==> src/rtl/iter_shift_pkg.sv <==
// Shared types and step constants for the iterative right-shift controller.
package iter_shift_pkg;

  typedef enum logic [1:0] {
    IDLE  = 2'd0,
    SHIFT = 2'd1,
    DONE  = 2'd2
  } state_t;

  localparam int STEP_BIG   = 2;
  localparam int STEP_SMALL = 1;

  typedef enum logic {
    FILL_ZERO = 1'b0,
    FILL_SIGN = 1'b1
  } fill_t;

endpackage

==> src/rtl/shr_step.sv <==
// Combinational right shift by 1 or 2 with a supplied fill bit.
// With ITER_SHIFT_ROTATE_EN defined, a rotate input recirculates the LSBs instead.
module shr_step
  import iter_shift_pkg::*;
#(
  parameter int WIDTH = 16
) (
  input  logic [WIDTH-1:0] data,
  input  logic             sel2,
  input  logic             fill,
`ifdef ITER_SHIFT_ROTATE_EN
  input  logic             rotate,
`endif
  output logic [WIDTH-1:0] result
);

  logic       rot;
  logic [1:0] top2;
  logic       top1;

`ifdef ITER_SHIFT_ROTATE_EN
  assign rot = rotate;
`else
  assign rot = 1'b0;
`endif

  always_comb begin
    top2 = rot ? data[STEP_BIG-1:0] : {fill, fill};
    top1 = rot ? data[0] : fill;
    if (sel2) begin
      result = {top2, data[WIDTH-1:STEP_BIG]};
    end else begin
      result = {top1, data[WIDTH-1:STEP_SMALL]};
    end
  end

endmodule

==> src/rtl/iter_shift_ctrl.sv <==
// Multi-cycle right shifter: one shared step per cycle, 1 + ceil(amt/2) cycles from accept to out_valid.
// One op in flight; result held in DONE until out_ready. ITER_SHIFT_ROTATE_EN adds in_rot (rotate right).
module iter_shift_ctrl
  import iter_shift_pkg::*;
#(
  parameter int WIDTH = 16,
  parameter int AMTW  = 4
) (
  input  logic             clk,
  input  logic             rst_n,
  input  logic             in_valid,
  output logic             in_ready,
  input  logic [WIDTH-1:0] in_data,
  input  logic [AMTW-1:0]  in_amt,
  input  logic             in_arith,
`ifdef ITER_SHIFT_ROTATE_EN
  input  logic             in_rot,
`endif
  output logic             out_valid,
  input  logic             out_ready,
  output logic [WIDTH-1:0] out_data,
  output logic             busy
);

  state_t           state, state_nxt;
  logic [WIDTH-1:0] work, work_nxt, step_out;
  logic [AMTW-1:0]  rem, rem_nxt;
  fill_t            fill_mode, fill_mode_nxt;
  logic             sel2;
  logic             fill_bit;
`ifdef ITER_SHIFT_ROTATE_EN
  logic             rot_mode, rot_mode_nxt;
`endif

  assign sel2     = (rem >= AMTW'(STEP_BIG));
  // Sign fill replicates the current MSB, which never changes under sign fill.
  assign fill_bit = (fill_mode == FILL_SIGN) && work[WIDTH-1];

  shr_step #(
    .WIDTH (WIDTH)
  ) u_step (
    .data   (work),
    .sel2   (sel2),
    .fill   (fill_bit),
`ifdef ITER_SHIFT_ROTATE_EN
    .rotate (rot_mode),
`endif
    .result (step_out)
  );

  assign in_ready  = (state == IDLE);
  assign out_valid = (state == DONE);
  assign busy      = (state != IDLE);
  assign out_data  = work;

  always_comb begin
    state_nxt     = state;
    work_nxt      = work;
    rem_nxt       = rem;
    fill_mode_nxt = fill_mode;
`ifdef ITER_SHIFT_ROTATE_EN
    rot_mode_nxt  = rot_mode;
`endif
    case (state)
      IDLE: begin
        if (in_valid) begin
          work_nxt      = in_data;
          rem_nxt       = in_amt;
          fill_mode_nxt = fill_t'(in_arith);
`ifdef ITER_SHIFT_ROTATE_EN
          rot_mode_nxt  = in_rot;
`endif
          state_nxt     = (in_amt != '0) ? SHIFT : DONE;
        end
      end
      SHIFT: begin
        work_nxt = step_out;
        rem_nxt  = rem - (sel2 ? AMTW'(STEP_BIG) : AMTW'(STEP_SMALL));
        if (rem_nxt == '0) begin
          state_nxt = DONE;
        end
      end
      DONE: begin
        if (out_ready) begin
          state_nxt = IDLE;
        end
      end
      default: begin
        state_nxt = IDLE;
      end
    endcase
  end

  always_ff @(posedge clk or negedge rst_n) begin
    if (!rst_n) begin
      state     <= IDLE;
      work      <= '0;
      rem       <= '0;
      fill_mode <= FILL_ZERO;
`ifdef ITER_SHIFT_ROTATE_EN
      rot_mode  <= 1'b0;
`endif
    end else begin
      state     <= state_nxt;
      work      <= work_nxt;
      rem       <= rem_nxt;
      fill_mode <= fill_mode_nxt;
`ifdef ITER_SHIFT_ROTATE_EN
      rot_mode  <= rot_mode_nxt;
`endif
    end
  end

endmodule
==> config.mk <==
export PLATFORM = sky130hd
export DESIGN_NAME = iter_shift_ctrl
export DESIGN_NICKNAME = d
export VERILOG_FILES = /design/src/rtl/iter_shift_pkg.sv /design/src/rtl/shr_step.sv /design/src/rtl/iter_shift_ctrl.sv
export SDC_FILE = /design/constraint.sdc
export NUM_CORES = 1
export LEC_CHECK = 0
export BUFFER_PORTS_ARGS = -buffer_cell sky130_fd_sc_hd__buf_2
export CORE_ASPECT_RATIO = 0.6
export CORE_UTILIZATION = 55
export DETAILED_ROUTE_END_ITERATION = 8
export PLACE_DENSITY = 0.89
export SYNTH_ARGS = -nofsm -noshare
export SYNTH_HDL_FRONTEND = slang
export SYNTH_SLANG_ARGS = --single-unit
==> constraint.sdc <==
create_clock -name clk -period 4.23 [get_ports clk]
set_input_delay 0 -clock clk [delete_from_list [all_inputs] [get_ports clk]]
set_output_delay 0 -clock clk [all_outputs]
set_load 0.02 [all_outputs]
==> run metrics, run 1 <==
status=finished, final reports clean; length of the first detailed-routing pass in iterations=5; largest net degree at the start of global routing=29; Post CTS Setup Buffer Count=0; drt drc=0; GRT met3 Usage=0.0594; layout net count=230; Area Overhead vs Synth=15.0%; Final Slew Violations=0; root buffer cell=clkbuf_8; Critical Path RT=4390 ps; Avg Vias per Cell=6.28; Crit path largest cell delay=500 ps; antenna-violating nets left=0; diode count=0; Final Cycle Share=0.591; Slowest-stage cell, CP=dfrtp_1; share of the synthesized area in the top cell type=0.375; Setup TNS=0 ps; count leader, synth=dfrtp_1; Worst-Margin Slew=1160 ps; mean routed wirelength per cell=16.6 um; grt met2 use=0.444; Die Span X=70.2 um; area leader, netlist=dfrtp_1; PwrDens=719 mW/mm^2; GRT overflow=0; Pwr Total=1.27 mW; Clock Tree Buf Depth=2; Synth area leaders=dfrtp_1, mux2i_1, o221ai_1; CTS tree=done; Pleak=0.776 nW; crit path max fanout=13; CTS resizes=0; TritonCTS buffer count=3; Seq cells post-synth=23; WP buf/inv=2; Final Util=0.686; core area=0.00257 sq mm; MaxCap Viol Count=0; Mean Syn Cell Area=9.26 sq um; peak supply drop=407 uV; CP cell instances=nor3_4, buf_4, inv_1, fa_1, xor2_1, o41ai_1; crit end category=flop; Synth Flop Type=dfrtp_1; post-DP HPWL=2.64 mm; Hold Violations, Final=0; Total Wirelength=3.89 mm; Global Route Usage Sum=0.274; Synth Warn #=0; Peak Freq=400 MHz; CTS Sinks=23; clk slew on worst S/H paths=90 ps; clock skew=5.09 ps; Gate Count Post-Synth=166; Die Ht=42.9 um; Worst EP arrival=2660 ps; number of flops mapped to enable cells by yosys=0; Synth top cells by count=dfrtp_1, nand2_1, nor2b_1, a21oi_1; Worst Setup Start Kind=flop; Synth Cell Area=0.00154 sq mm; first-pass GRT wire length=6.38 mm; Worst Hold Class=in -> reg; fin crit period=2500 ps; Synthesized Nets=193; busiest grt layer=met2; RSZ-0062 raised after global routing=false; die area=0.00302 sq mm; number of global-route vias before repair=1329; post-synthesis cell type count=38; Setup CP Type=reg -> reg; gp weighted congestion=0.839; initial antenna violation count=0; met1 Use GR=0.387; latest clock arrival within the worst-skew pair=270 ps; Core Rows=14; Post-synth ARST share=1.00; Initial Util=0.597; fraction of layout cells with a size suffix above 1=0.252; DR iter-0 viols=168; # IOs=44; sequential area share after synthesis=0.375; H-tree Lvls=1; Final Setup Violations=0; Port Buf Inserts=43; vias post-DR=1470; Slew headroom=0.222; CP top delay family=flip-flops
==> cell usage in the layout, fill, tap and decap left out, types with 2 or more instances in the layout <==
| cell | instances |
|---|---|
| nor2b_1 | 19 |
| nor4_1 | 2 |
| clkbuf_8 | 3 |
| inv_1 | 6 |
| dlygate4sd3_1 | 2 |
| a21oi_1 | 16 |
| a311oi_1 | 2 |
| o31ai_1 | 3 |
| dfrtp_1 | 23 |
| nor2_1 | 6 |
| buf_2 | 43 |
| o221ai_1 | 14 |
| a31oi_1 | 2 |
| mux2i_1 | 14 |
| a211oi_1 | 2 |
| o211ai_1 | 2 |
| nor3b_1 | 2 |
| nand2_1 | 19 |
| o21ai_0 | 4 |
==> flip-flops by register name (all words and copies together), names as in the netlist <==
signal	flops
fill_mode	1
rem	4
state	2
out_data	16
==> what timing repair did <==
action                     4_1_cts  5_1_grt
hold buffers                     2        0
setup endpoints to repair        0        0
hold endpoints to repair        24        0
==> stage by stage <==
stage	area [sq um]	instances	hold WS (ps)	worst slack [ps]
after floorplan	1540	166	-296	2240
after global placement	1700	228	2.60	1940
after detailed placement	1700	228	10.2	1800
after CTS	1770	234	24.5	1760
after global routing	1770	234	50.4	1580
final	1770	234	26.8	1730
==> report_power, final <==
part	total, mW	internal, mW	switching (mW)
clock	0.142	0.0674	0.0741
sequential	0.473	0.306	0.167
combinational	0.656	0.288	0.368
total	1.27	0.662	0.609
==> tightest hold or removal path, cell delays in order <==
cell and delay [ps]:
buf_2 110, nor2_1 90, a311oi_1 50
==> cell type report <==
| cell class | instances | area, sq um |
|---|---|---|
| Sequential cell | 23 | 576 |
| Timing Repair Buffer | 46 | 243 |
| Inverter | 6 | 22.5 |
| Clock buffer | 4 | 45.0 |
| Fill cell | 214 | 808 |
| Tap cell | 32 | 40.0 |
| Multi-Input combinational cell | 123 | 841 |
==> worst paths after layout <==
kind,end,depth (start not counted),start,slack (ps)
worst max register to register,state[1]$_DFFE_PN0P_,6,rem[2]$_DFFE_PN0P_,1730
worst max-delay path,state[1]$_DFFE_PN0P_,6,rem[2]$_DFFE_PN0P_,1730
min in group asynchronous,rem[2]$_DFFE_PN0P_,2,rst_n,230
worst min register to register,out_data[0]$_DFFE_PN0P_,2,out_data[0]$_DFFE_PN0P_,530
max in group asynchronous,out_data[1]$_DFFE_PN0P_,2,rst_n,3640
worst min-delay path,rem[0]$_DFFE_PN0P_,3,in_amt[0],30
==> layer usage <==
metal / wire length [um] / up-vias / part of all wire
met5: 0 / - / 0
met4: 19 / 0 / 0.0049
met3: 343 / 5 / 0.088
met2: 1780 / 90 / 0.46
met1: 1740 / 693 / 0.45
li1: - / 682 / -
==> cell families after synthesis <==
group                      count (synthesis)  share of synthesized area
DFF                                       23                      0.375
and+or+nand+nor                           53                      0.187
buffers and inverters                     20                     0.0782
muxes                                     14                     0.0912
adders and majority gates                  2                     0.0212
xor gates and xnor gates                   1                    0.00570
AOI/OAI and AO/OA                         53                      0.242
No activity file was read; power rests on OpenSTA's default activity.
==> inputs of run 2 (changes only) <==
Settings changed: CORE_UTILIZATION 55 to 47, PLACE_DENSITY 0.89 to 0.81.
Clock period 4.23 ns to 2.2 ns, I/O delays scaled along.
==> run metrics, run 2 (synthesis results as in run 1) <==
status=finished, final reports clean (unchanged); Slew headroom=0.176 (was 0.222); CTS Sinks=23 (unchanged); clock skew=7.13 ps (was 5.09 ps); crit end category=flop (unchanged); max reg flops=16 (unchanged); Setup CP Type=reg -> reg (unchanged); root buffer cell=clkbuf_8 (unchanged); Peak Freq=523 MHz (was 400 MHz); fraction of layout cells with a size suffix above 1=0.275 (was 0.252); number of global-route vias before repair=1234 (was 1329); CP cell instances=nor3_4, inv_1, fa_1, o2111ai_1, o41ai_1 (was nor3_4, buf_4, inv_1, fa_1, xor2_1, o41ai_1); Final Cycle Share=0.869 (was 0.591); clk slew on worst S/H paths=90 ps (about the same); core area=0.00298 sq mm (was 0.00257 sq mm); FILL cells=264 (was 214); MaxCap Viol Count=0 (unchanged); antenna-violating nets left=0 (unchanged); PwrDens=1370 mW/mm^2 (was 719 mW/mm^2); peak supply drop=503 uV (was 407 uV); Worst Setup Start Kind=flop (unchanged); CTS tree=done (unchanged); latest clock arrival within the worst-skew pair=270 ps (about the same); Worst EP arrival=2070 ps (was 2660 ps); Initial Util=0.515 (was 0.597); Final Setup Violations=0 (unchanged); Final Util=0.609 (was 0.686); Slowest-stage cell, CP=fa_1 (was dfrtp_1); Area Overhead vs Synth=18.3% (was 15.0%); first-pass GRT wire length=5.88 mm (was 6.38 mm); Clock Tree Buf Depth=2 (unchanged); placed cell area=0.00175 sq mm (was 0.00170 sq mm); largest net degree at the start of global routing=28 (was 29); commonest non-fill, non-tap cells in the layout=buf_2, dfrtp_1, nand2_1, nor2b_1, a21oi_1 (unchanged); Critical Path RT=2360 ps (was 4390 ps); TritonCTS buffer count=3 (unchanged); Pleak=0.803 nW (was 0.776 nW); post-place setup slack=327 ps (was 1800 ps); drt drc=0 (unchanged); fin crit period=1910 ps (was 2500 ps); Total Wirelength=3.73 mm (was 3.89 mm); Setup TNS=0 ps (unchanged); final setup margin=289 ps (was 1730 ps); diode count=0 (unchanged); final hold slack=25.4 ps (was 26.8 ps); Crit path largest cell delay=550 ps (was 500 ps); H-tree Lvls=1 (unchanged); # IOs=44 (unchanged); RSZ-0062 raised after global routing=false (unchanged); DR iter-0 viols=177 (was 168); Global Route Usage Sum=0.231 (was 0.274); length of the first detailed-routing pass in iterations=4 (was 5); crit path max fanout=7 (was 13); Die Ht=46.3 um (was 42.9 um); Port Buf Inserts=43 (unchanged); Core Rows=15 (was 14); mean routed wirelength per cell=15.0 um (was 16.6 um); Final Slew Violations=0 (unchanged); gp weighted congestion=0.907 (was 0.839); commonest non-fill, non-tap cell in the layout=buf_2 (unchanged); Worst-Margin Slew=1230 ps (was 1160 ps); Worst Hold Class=in -> reg (unchanged); Die Span X=75.8 um (was 70.2 um); GRT overflow=0 (unchanged); initial antenna violation count=0 (unchanged); Avg Vias per Cell=5.75 (was 6.28); post-DP HPWL=2.64 mm (about the same); layout net count=235 (was 230); die area=0.00351 sq mm (was 0.00302 sq mm); vias post-DR=1431 (was 1470); CTS resizes=0 (unchanged); Hold Violations, Final=0 (unchanged); final instance area=0.00182 sq mm (was 0.00177 sq mm)
==> run 2: changes by cell type in the layout (fill, tap and decap cells not counted) <==
cell	previous run	this run
buf_4	1	6
clkinv_2	0	1
clkbuf_1	1	0
==> run 2: critical path: cells and delay by family (launching register included) <==
family | cells | cell delay [ps]
simple gates | 1 | 250
flops | 1 | 480
compound gates | 2 | 420
buf+inv | 1 | 100
fa+ha+maj | 1 | 550
==> run 2: path summary, 6_finish.rpt <==
path | startpoint | endpoint | slack [ps] | depth (start not counted)
setup / recovery | rem[1]$_DFFE_PN0P_ | state[1]$_DFFE_PN0P_ | 290 | 5
hold / removal | in_amt[3] | rem[3]$_DFFE_PN0P_ | 30 | 3
setup reg to reg | rem[1]$_DFFE_PN0P_ | state[1]$_DFFE_PN0P_ | 290 | 5
hold reg to reg | out_data[0]$_DFFE_PN0P_ | out_data[0]$_DFFE_PN0P_ | 510 | 2
max in group asynchronous | rst_n | out_data[5]$_DFFE_PN0P_ | 1620 | 2
min in group asynchronous | rst_n | out_data[15]$_DFFE_PN0P_ | 220 | 2
==> run 2: area by class of cell <==
class	count	area (sq um)	area share
flip-flops and latches	23	576	0.317
clock buffers	3	41.3	0.0227
inverters	6	22.5	0.0124
multi-input cells	123	841	0.462
repair buffers	51	280	0.154
well taps	42	52.6	0.0289
clock inverters	1	5.00	0.00275
==> run 2: metal layers <==
| metal | part of all wire | global-route usage |
|---|---|---|
| met4 | 0 | 0.0148 |
| met1 | 0.50 | 0.361 |
| met2 | 0.42 | 0.333 |
| met3 | 0.080 | 0.0591 |
| met5 | 0 | 0 |
==> run 2: through the flow <==
stage          std cells  power, mW
2_1_floorplan        166       1.87
3_3_place_gp         243       2.18
3_5_place_dp         243       2.20
4_1_cts              249       2.47
5_1_grt              249       2.67
6_report             249       2.48
==> run 2: what timing repair did <==
action | 4_1_cts | 5_1_grt
hold buffers | 2 | 0
endpoints found under the hold margin | 24 | 0
buffers inserted | 0 | 0
==> run 2: report_power, final <==
part	switching [mW]	total, mW	internal, mW
sequential	0.237	0.827	0.590
clock	0.141	0.267	0.127
combinational	0.788	1.39	0.601
